===== src/rtl/alu_op_decode_stage.sv =====
// Registered RV32I decode stage: turns one instruction per handshake into an
// ALU op code, immediate and register indices, presented through a 2-entry
// skid buffer. Also keeps a saturating count of accepted illegal words.
module alu_op_decode_stage #(
    parameter int XLEN  = 32,
    parameter int CNT_W = 8
) (
    input  logic             clk,
    input  logic             rst_n,
    input  logic             in_valid,
    output logic             in_ready,
    input  logic [31:0]      in_instr,
    output logic             out_valid,
    input  logic             out_ready,
    output logic [3:0]       out_alu_op,
    output logic             out_use_imm,
    output logic [XLEN-1:0]  out_imm,
    output logic [4:0]       out_rs1,
    output logic [4:0]       out_rs2,
    output logic [4:0]       out_rd,
    output logic             out_illegal,
    output logic [CNT_W-1:0] illegal_count
);

    // Entry layout: {illegal, use_imm, alu_op, imm, rs1, rs2, rd}
    localparam int EW = 1 + 1 + 4 + XLEN + 15;

    localparam logic [6:0] OP_R      = 7'b0110011;
    localparam logic [6:0] OP_I      = 7'b0010011;
    localparam logic [6:0] OP_LOAD   = 7'b0000011;
    localparam logic [6:0] OP_STORE  = 7'b0100011;
    localparam logic [6:0] OP_BRANCH = 7'b1100011;
    localparam logic [6:0] OP_LUI    = 7'b0110111;
    localparam logic [6:0] F7_ALT    = 7'b0100000;

    // Shared f3 -> ALU op mapping for R and I types; alt selects SUB/SRA.
    function automatic logic [3:0] map_f3(input logic [2:0] f3, input logic alt);
        case (f3)
            3'b000:  map_f3 = alt ? 4'b0001 : 4'b0000;
            3'b001:  map_f3 = 4'b0101;
            3'b010:  map_f3 = 4'b1000;
            3'b011:  map_f3 = 4'b1001;
            3'b100:  map_f3 = 4'b0100;
            3'b101:  map_f3 = alt ? 4'b0111 : 4'b0110;
            3'b110:  map_f3 = 4'b0011;
            default: map_f3 = 4'b0010;
        endcase
    endfunction

    logic [6:0]      opcode;
    logic [2:0]      f3;
    logic [6:0]      f7;
    logic [3:0]      dec_alu_op;
    logic            dec_use_imm;
    logic [XLEN-1:0] dec_imm;
    logic            dec_illegal;
    logic [EW-1:0]   dec_entry;

    assign opcode = in_instr[6:0];
    assign f3     = in_instr[14:12];
    assign f7     = in_instr[31:25];

    // Combinational decode of the incoming instruction word.
    always_comb begin
        dec_alu_op  = 4'b0000;
        dec_use_imm = 1'b0;
        dec_imm     = '0;
        dec_illegal = 1'b0;
        case (opcode)
            OP_R: begin
                if (f7 == 7'b0 || (f7 == F7_ALT && (f3 == 3'b000 || f3 == 3'b101)))
                    dec_alu_op = map_f3(f3, f7[5]);
                else
                    dec_illegal = 1'b1;
            end
            OP_I: begin
                if (f3 == 3'b001 || f3 == 3'b101) begin
                    if (f7 == 7'b0 || (f7 == F7_ALT && f3 == 3'b101)) begin
                        dec_alu_op  = map_f3(f3, f7[5]);
                        dec_use_imm = 1'b1;
                        dec_imm     = {27'b0, in_instr[24:20]};
                    end else begin
                        dec_illegal = 1'b1;
                    end
                end else begin
                    // f3=000 is ADDI regardless of the upper immediate bits
                    dec_alu_op  = map_f3(f3, 1'b0);
                    dec_use_imm = 1'b1;
                    dec_imm     = {{20{in_instr[31]}}, in_instr[31:20]};
                end
            end
            OP_LOAD: begin
                if (f3 == 3'b011 || f3 == 3'b110 || f3 == 3'b111) begin
                    dec_illegal = 1'b1;
                end else begin
                    dec_use_imm = 1'b1;
                    dec_imm     = {{20{in_instr[31]}}, in_instr[31:20]};
                end
            end
            OP_STORE: begin
                if (f3[2] || f3 == 3'b011) begin
                    dec_illegal = 1'b1;
                end else begin
                    dec_use_imm = 1'b1;
                    dec_imm     = {{20{in_instr[31]}}, in_instr[31:25], in_instr[11:7]};
                end
            end
            OP_BRANCH: begin
                if (f3 == 3'b010 || f3 == 3'b011) begin
                    dec_illegal = 1'b1;
                end else begin
                    dec_alu_op = !f3[2] ? 4'b0001 : (f3[1] ? 4'b1001 : 4'b1000);
                    dec_imm    = {{19{in_instr[31]}}, in_instr[31], in_instr[7],
                                  in_instr[30:25], in_instr[11:8], 1'b0};
                end
            end
            OP_LUI: begin
                dec_use_imm = 1'b1;
                dec_imm     = {in_instr[31:12], 12'b0};
            end
            default: dec_illegal = 1'b1;
        endcase
    end

    assign dec_entry = {dec_illegal, dec_use_imm, dec_alu_op, dec_imm,
                        in_instr[19:15], in_instr[24:20], in_instr[11:7]};

    logic             a_valid_q, a_valid_d;
    logic             b_valid_q, b_valid_d;
    logic [EW-1:0]    a_data_q, a_data_d;
    logic [EW-1:0]    b_data_q, b_data_d;
    logic             in_ready_q, in_ready_d;
    logic [CNT_W-1:0] cnt_q, cnt_d;
    logic             do_in;

    assign do_in = in_valid && in_ready_q;

    // Skid-buffer steering and saturating illegal counter.
    always_comb begin
        a_valid_d = a_valid_q;
        b_valid_d = b_valid_q;
        a_data_d  = a_data_q;
        b_data_d  = b_data_q;
        cnt_d     = cnt_q;
        if (a_valid_q && !out_ready) begin
            // A stalled: a new entry can only land in B (B is empty whenever in_ready)
            if (do_in) begin
                b_valid_d = 1'b1;
                b_data_d  = dec_entry;
            end
        end else if (b_valid_q) begin
            // A draining with B full: promote B; in_ready is low so no new input
            a_valid_d = 1'b1;
            a_data_d  = b_data_q;
            b_valid_d = 1'b0;
        end else if (do_in) begin
            a_valid_d = 1'b1;
            a_data_d  = dec_entry;
        end else begin
            a_valid_d = 1'b0;
        end
        if (do_in && dec_illegal && cnt_q != {CNT_W{1'b1}})
            cnt_d = cnt_q + CNT_W'(1);
        in_ready_d = !b_valid_d;
    end

    // State registers with asynchronous clear.
    always_ff @(posedge clk or negedge rst_n) begin
        if (!rst_n) begin
            a_valid_q  <= 1'b0;
            b_valid_q  <= 1'b0;
            a_data_q   <= '0;
            b_data_q   <= '0;
            in_ready_q <= 1'b1;
            cnt_q      <= '0;
        end else begin
            a_valid_q  <= a_valid_d;
            b_valid_q  <= b_valid_d;
            a_data_q   <= a_data_d;
            b_data_q   <= b_data_d;
            in_ready_q <= in_ready_d;
            cnt_q      <= cnt_d;
        end
    end

    assign in_ready      = in_ready_q;
    assign out_valid     = a_valid_q;
    assign illegal_count = cnt_q;
    assign {out_illegal, out_use_imm, out_alu_op, out_imm,
            out_rs1, out_rs2, out_rd} = a_data_q;

endmodule


===== config.mk =====
export PLATFORM = sky130hd
export DESIGN_NAME = alu_op_decode_stage
export DESIGN_NICKNAME = d
export VERILOG_FILES = /design/src/rtl/alu_op_decode_stage.sv
export SDC_FILE = /design/constraint.sdc
export NUM_CORES = 1
export LEC_CHECK = 0
export CAP_MARGIN = 20
export CORE_ASPECT_RATIO = 1.75
export CORE_UTILIZATION = 48
export DETAILED_ROUTE_END_ITERATION = 12
export PLACE_DENSITY = 0.87
export SLEW_MARGIN = 20
export SYNTH_ARGS = -nofsm -noshare
export SYNTH_HDL_FRONTEND = slang
export SYNTH_SLANG_ARGS = --single-unit

===== constraint.sdc =====
create_clock -name clk -period 1.6 [get_ports clk]
set_input_delay 0.32 -clock clk [delete_from_list [all_inputs] [get_ports clk]]
set_output_delay 0.32 -clock clk [all_outputs]
set_load 0.01 [all_outputs]

==> results of run 1 <==
-- logic make-up (layout without fill, tap and decap cells) --
family | Yosys count | in the layout | share of synthesized area [%]
fa+ha+maj | 4 | 4 | 0.904
compound gates | 188 | 188 | 20.1
simple gates | 194 | 196 | 17.2
buf+inv | 49 | 238 | 4.20
mux | 17 | 17 | 3.16
xor+xnor | 9 | 9 | 1.42
flops | 117 | 117 | 52.9
-- final cells by class --
| type | instances | area (um^2) |
|---|---|---|
| inverters | 8 | 32.5 |
| well taps | 132 | 165 |
| multi-input cells | 414 | 2680 |
| repair buffers | 199 | 1760 |
| clock buffers | 19 | 453 |
| flip-flops and latches | 117 | 2930 |
| clock inverters | 12 | 154 |
| fillers | 736 | 2990 |
-- worst reg2reg max path: cells and delay by family (launching register included) --
| kind | cells | cell delay (ns) |
|---|---|---|
| buffers and inverters | 1 | 0.19 |
| XOR/XNOR | 1 | 0.17 |
| AND/OR/NAND/NOR | 4 | 0.42 |
| AO/OA/AOI/OAI | 1 | 0.21 |
| adder cells (fa/ha/maj) | 1 | 0.20 |
| flip-flops | 1 | 0.39 |
-- path summary, 6_finish.rpt --
path,start,endpoint,slack [ns],cells after the start
min in group clk,in_instr[28],a_data_q[43]$_DFFE_PN0P_,0.46,4
hold reg to reg,b_data_q[34]$_DFFE_PN0P_,b_data_q[34]$_DFFE_PN0P_,0.47,2
setup / recovery,illegal_count[1]$_DFFE_PN0P_,illegal_count[5]$_DFFE_PN0P_,-0.05,8
setup reg to reg,illegal_count[1]$_DFFE_PN0P_,illegal_count[5]$_DFFE_PN0P_,-0.05,8
max in group asynchronous,rst_n,a_data_q[26]$_DFFE_PN0P_,0.71,3
hold / removal,rst_n,illegal_count[7]$_DFFE_PN0P_,0.37,2
-- cells in the final DEF (no fill, tap or decap), drive strengths merged, types with 2 or more instances in the layout --
cell	count
a21o	2
a21oi	62
a22oi	4
a31oi	2
and2	4
and3	28
and4	2
buf	101
bufinv	3
clkbuf	28
clkdlybuf4s15	4
clkdlybuf4s50	17
clkinv	5
clkinvlp	3
dfrtp	116
dlygate4sd2	67
ha	4
inv	9
mux2i	16
nand2	118
nand2b	6
nand3	3
nand4	3
nor2	15
nor2b	5
nor3	5
nor4	3
o21a	9
o21ai	95
o21bai	2
xor2	8
-- what timing repair did --
action | in CTS | in global routing
hold endpoints to repair | 18 | 0
pin swaps | 13 | 17
hold buffers | 1 | 0
endpoints found under the setup margin | 145 | 74
gates resized for setup | 128 | 52
cloned | 1 | 2
buffers inserted | 12 | 6
-- flip-flops by register name, indices dropped and copies added (netlist names) --
signal and count:
illegal_count 8, b_data_q 53, b_valid_q 1, in_ready 1
out_valid 1, a_data_q 53
-- power by group --
part	switching [mW]	leakage [nW]	total, mW	internal [mW]
sequential	0.289	1.54	3.66	3.37
combinational	1.21	2.13	2.26	1.05
clock	1.42	0.291	3.94	2.52
total	2.92	3.95	9.87	6.95
-- per-stage QoR --
step | total power [mW] | utilization, % | area (um^2)
floorplan | 4.54 | - | 5590
global placement | 5.72 | 64.9 | 7250
detailed placement | 5.83 | 64.9 | 7250
CTS | 9.66 | 71.8 | 8020
global route | 10.2 | 73.3 | 8180
finish | 9.87 | 73.3 | 8180
-- Yosys cell counts (4+ instances only) --
cell type    n  share of area, %
nand2_1    118               8.0
ha_1         4              0.90
nand2b_1     6              0.68
a21oi_1     52               4.7
nor3_1       5              0.45
a21oi_2      8               1.3
o21ai_0     73               6.6
dfrtp_1    116                52
o21ai_1     18               1.6
xor2_1       8               1.3
o21ai_2      4              0.63
inv_1        7              0.47
mux2i_1     16               2.9
o21a_1       9               1.2
clkbuf_1    28               1.9
a22oi_1      4              0.54
buf_2        8              0.72
and3_1      28               3.2
nor2_1      15               1.0
-- routing by layer --
| metal | vias to the layer above | track usage [%] | routed length, um |
|---|---|---|---|
| li1 | 2374 | - | - |
| met1 | 2610 | 32.0 | 6340 |
| met2 | 272 | 54.4 | 9700 |
| met3 | 92 | 6.05 | 932 |
| met4 | 0 | 24.4 | 1440 |
| met5 | - | 0 | 0 |
==> flow_metrics.tcl, run 1 <==
set metrics [dict create \
    status "complete, but fails checks" \
    violations "setup timing" \
    synth.ff_latch_count 117 \
    cts_tree "yes" \
    initial_core_util_pct 49.6 \
    vias 5348 \
    antenna_found_initial 0 \
    synth.distinct_cells 57 \
    drt_iter0_drc 444 \
    area_growth_pct 47.8 \
    cellPowerDensity_nw_per_um2 1210 \
    post-place-ws_ns -0.865 \
    min_period_ns 1.65 \
    root_buffer "clkbuf_16" \
    drc 0 \
    setup_slack_ns -0.0542 \
    critPathArrivalTime_ns 1.99 \
    worstHoldPathType "primary input to async pin" \
    first_global_vias 5628 \
    clk-insertion-delay-late_ns 0.42 \
    synthFlopType "dfrtp_1" \
    post_drt_via_cell_ratio 5.94 \
    fp.dieH_um 144 \
    layout.nets 797 \
    fmax_ghz 0.605 \
    p_leak_nw 3.95 \
    drive_above_1_share_pct 28.5 \
    rsz0062_at_grt "true" \
    dp_hpwl_um 11600 \
    slew-limit-headroom_pct 75.1 \
    slew_viol_final 0 \
    cp-end-kind "register" \
    synthCells 578 \
    setup_viol 3 \
    clk_pin_slew_ns 0.06 \
    ios 99 \
    cts_sinks 117 \
    globalRouteOverflowTotal 0 \
    ys_warn_count 0 \
    crit_path_start_kind "register" \
    die_x_um 83.2 \
    numCtsBuffers 17 \
    hold_ws_ns 0.371 \
    num_rows 51 \
    antenna_cells 0 \
    required_ns 1.94 \
    synth.avg_cell_area_um2 9.58 \
    clock_skew_ns 0.00850 \
    synth_nets 618 \
    place.gp.congestion 0.946 \
    synth_edf_count 0 \
    worstPathMaxFanout 3 \
    path_class "register to register" \
    grt_pass1_wl_um 28300 \
    die-area_um2 12000 \
    hold_viol_final 0 \
    grt_start_max_net_pins 49 \
    tightest_slew_ns 0.373 \
    worstPathCellList "ha_2 -> nand2_2 -> nor2_4 -> a31oi_4 -> nand4_1 -> buf_4 -> nor3_4 -> xor2_1" \
    period_share_pct 103 \
    finalWirelength_um 18400 \
    stdcell_count 901 \
    ctsLongestPathBuffers 2 \
    wl_per_cell_um 20.4 \
    crit_family "simple AND/OR/NAND/NOR gates" \
    placed_cells 848 \
    critPathMaxStageDelay_ns 0.39 \
    io_buffers 98 \
    core_area_um2 11200 \
    h-tree-depth 4 \
    ant_nets 0 \
    async_flop_share_pct 100 \
    slowest_stage "dfrtp_1" \
    grt_use_total_pct 30.9 \
    vdd_drop_max_mv 1.15 \
    netlist_area_um2 5540 \
    first_pass_iters 5 \
    cp_num_buf_inv 1 \
    ys_seq_area_share_pct 52.9 \
    tns_ns -0.136 \
    max_cap_viol_count 0 \
]
Power figures use the tool's default switching activity.
==> run 2: changes to the inputs <==
--- a/config.mk
+++ b/config.mk
@@ -6,7 +6,6 @@
 export NUM_CORES = 1
 export LEC_CHECK = 0
 export CAP_MARGIN = 20
-export CORE_ASPECT_RATIO = 1.75
 export CORE_UTILIZATION = 48
 export DETAILED_ROUTE_END_ITERATION = 12
 export PLACE_DENSITY = 0.87
==> run 2 against run 1 <==
- the flow still finishes with violations (setup timing)
- cell area shrank 0.60%
- non-clock buffer count shrank 11
- critical endpoint is now illegal_count[1]$_DFFE_PN0P_
- clock power is essentially flat
- combinational power shrank 5%
- cell count shrank 0.22%
- clock skew shrank 0.0032 ns
- utilization grew 0.46 points
- critical path type is now primary input to register
- sequential share of layout area grew 0.21 points
- setup slack gained 0.019 ns
- sequential cell count is the same
- highest routed layer unchanged
- worst hold slack lost 0.033 ns
- first-iteration DRC count grew 11%
==> flow_metrics.tcl, run 2 (synthesis results as in run 1) <==
set metrics [dict create \
    initial_core_util_pct 50.2 \
    violations "setup timing" \
    layout_common_cells "nand2_1 (115), dfrtp_1 (115), dlygate4sd2_1 (72)" \
    globalRouteOverflowTotal 0 \
    first_global_vias 5263 \
    p_leak_nw 3.94 \
    antenna_cells 0 \
    slew_viol_final 0 \
    worstPathMaxFanout 5 \
    grt_use_total_pct 28.9 \
    slowest_stage "dlygate4sd2_1" \
    dp_hpwl_um 10700 \
    required_ns 1.90 \
    setup_slack_ns -0.0353 \
    clk-insertion-delay-late_ns 0.42 \
    reg2regPathDepth 8 \
    die-area_um2 12000 \
    vias 5213 \
    clkPwrFrac_pct 40.5 \
    power_switching_mw 2.69 \
    path_class "primary input to register" \
    critPathMaxStageDelay_ns 0.36 \
    numCtsBuffers 17 \
    utilization_pct 73.7 \
    place_area_um2 7300 \
    hold_ws_ns 0.338 \
    slew-limit-headroom_pct 74.5 \
    placed_cells 852 \
    cellPowerDensity_nw_per_um2 1190 \
    core_area_um2 11000 \
    ant_nets 0 \
    final_cell_area_um2 8130 \
    num_rows 38 \
    r2r-end "illegal_count[7]$_DFFE_PN0P_" \
    crit_family "compound AO/OA/AOI/OAI gates" \
    period_share_pct 102 \
    fp.dieH_um 109 \
    drt_iter0_drc 492 \
    hold_viol_final 0 \
    place.gp.congestion 1.02 \
    drc 0 \
    post_drt_via_cell_ratio 5.80 \
    clock_skew_ns 0.00526 \
    stdcell_count 899 \
    power_frac_comb_pct 22.1 \
    tightest_slew_ns 0.382 \
    setup_viol 3 \
    tns_ns -0.0563 \
    die_x_um 109 \
    crit_path_start_kind "primary input" \
    worstPathCellList "dlygate4sd2_1 -> a21oi_2 -> nor2_1 -> a32oi_1 -> o211a_4 -> nor2b_4 -> mux2_4" \
    wl_per_cell_um 18.6 \
    crit_start "in_instr[12]" \
    ctsLongestPathBuffers 2 \
    min_period_ns 1.64 \
    ff2ff_setup_slack_ns 0 \
    fmax_ghz 0.611 \
    seq_power_share_pct 37.4 \
    ios 99 \
    power_switching_share_pct 27.7 \
    h-tree-depth 4 \
    first_pass_iters 5 \
    r2r_start "illegal_count[1]$_DFFE_PN0P_" \
    io_buffers 98 \
    p_int_mw 7.02 \
    cts_tree "yes" \
    root_buffer "clkbuf_16" \
    antenna_found_initial 0 \
    layout.nets 786 \
    max_cap_viol_count 0 \
    grt_pass1_wl_um 26000 \
    critPathArrivalTime_ns 1.93 \
    area_growth_pct 46.9 \
    drive_above_1_share_pct 26.0 \
    post-place-ws_ns -0.825 \
    worstHoldPathType "primary input to async pin" \
    clk_pin_slew_ns 0.05 \
    vdd_drop_max_mv 1.17 \
    status "complete, but fails checks" \
    rsz0062_at_grt "true" \
    finalPower_mw 9.71 \
    cp-end-kind "register" \
    grt_start_max_net_pins 52 \
    cts_sinks 117 \
    cp_num_buf_inv 1 \
    finalWirelength_um 16800 \
]
-- run 2: layout make-up --
type	instances	area, um^2
sequential	117	2930
fill	757	2900
multi-input combinational	414	2630
timing repair buffer	188	1750
clock buffer	22	494
tap	140	175
clock inverter	10	125
inverter	8	32.5
-- run 2: power groups by stage --
stage	Sequential [mW]	Combinational [mW]	Clock [mW]
after global placement	3.65	2.10	0
after global routing	3.67	2.32	4.10
final	3.63	2.15	3.93
after CTS	3.62	2.05	3.95
after detailed placement	3.68	2.16	0
after floorplan	3.79	0.754	0
-- run 2: worst max path at each step --
stage                                    to  depth (start not counted)
2_1_floorplan      b_data_q[37]$_DFFE_PN0P_                         10
3_3_place_gp       b_data_q[35]$_DFFE_PN0P_                          8
3_5_place_dp       b_data_q[34]$_DFFE_PN0P_                          8
4_1_cts            a_data_q[37]$_DFFE_PN0P_                         10
5_1_grt        illegal_count[7]$_DFFE_PN0P_                          8
6_report       illegal_count[1]$_DFFE_PN0P_                          7
-- run 2: timing repair --
| action | 4_1_cts | 5_1_grt |
|---|---|---|
| pin swaps | 6 | 10 |
| setup buffers | 5 | 7 |
| endpoints found under the setup margin | 147 | 54 |
| gates cloned | 2 | 0 |
| resized for setup | 118 | 39 |
| hold endpoints to repair | 19 | 0 |
| hold buffers | 1 | 0 |
-- run 2: routing by layer --
| metal | global-route usage, % | share of wire (%) |
|---|---|---|
| met3 | 5.45 | 7.3 |
| met4 | 13.3 | 3.4 |
| met5 | 0 | 0 |
| met2 | 49.8 | 50 |
| met1 | 35.2 | 39 |
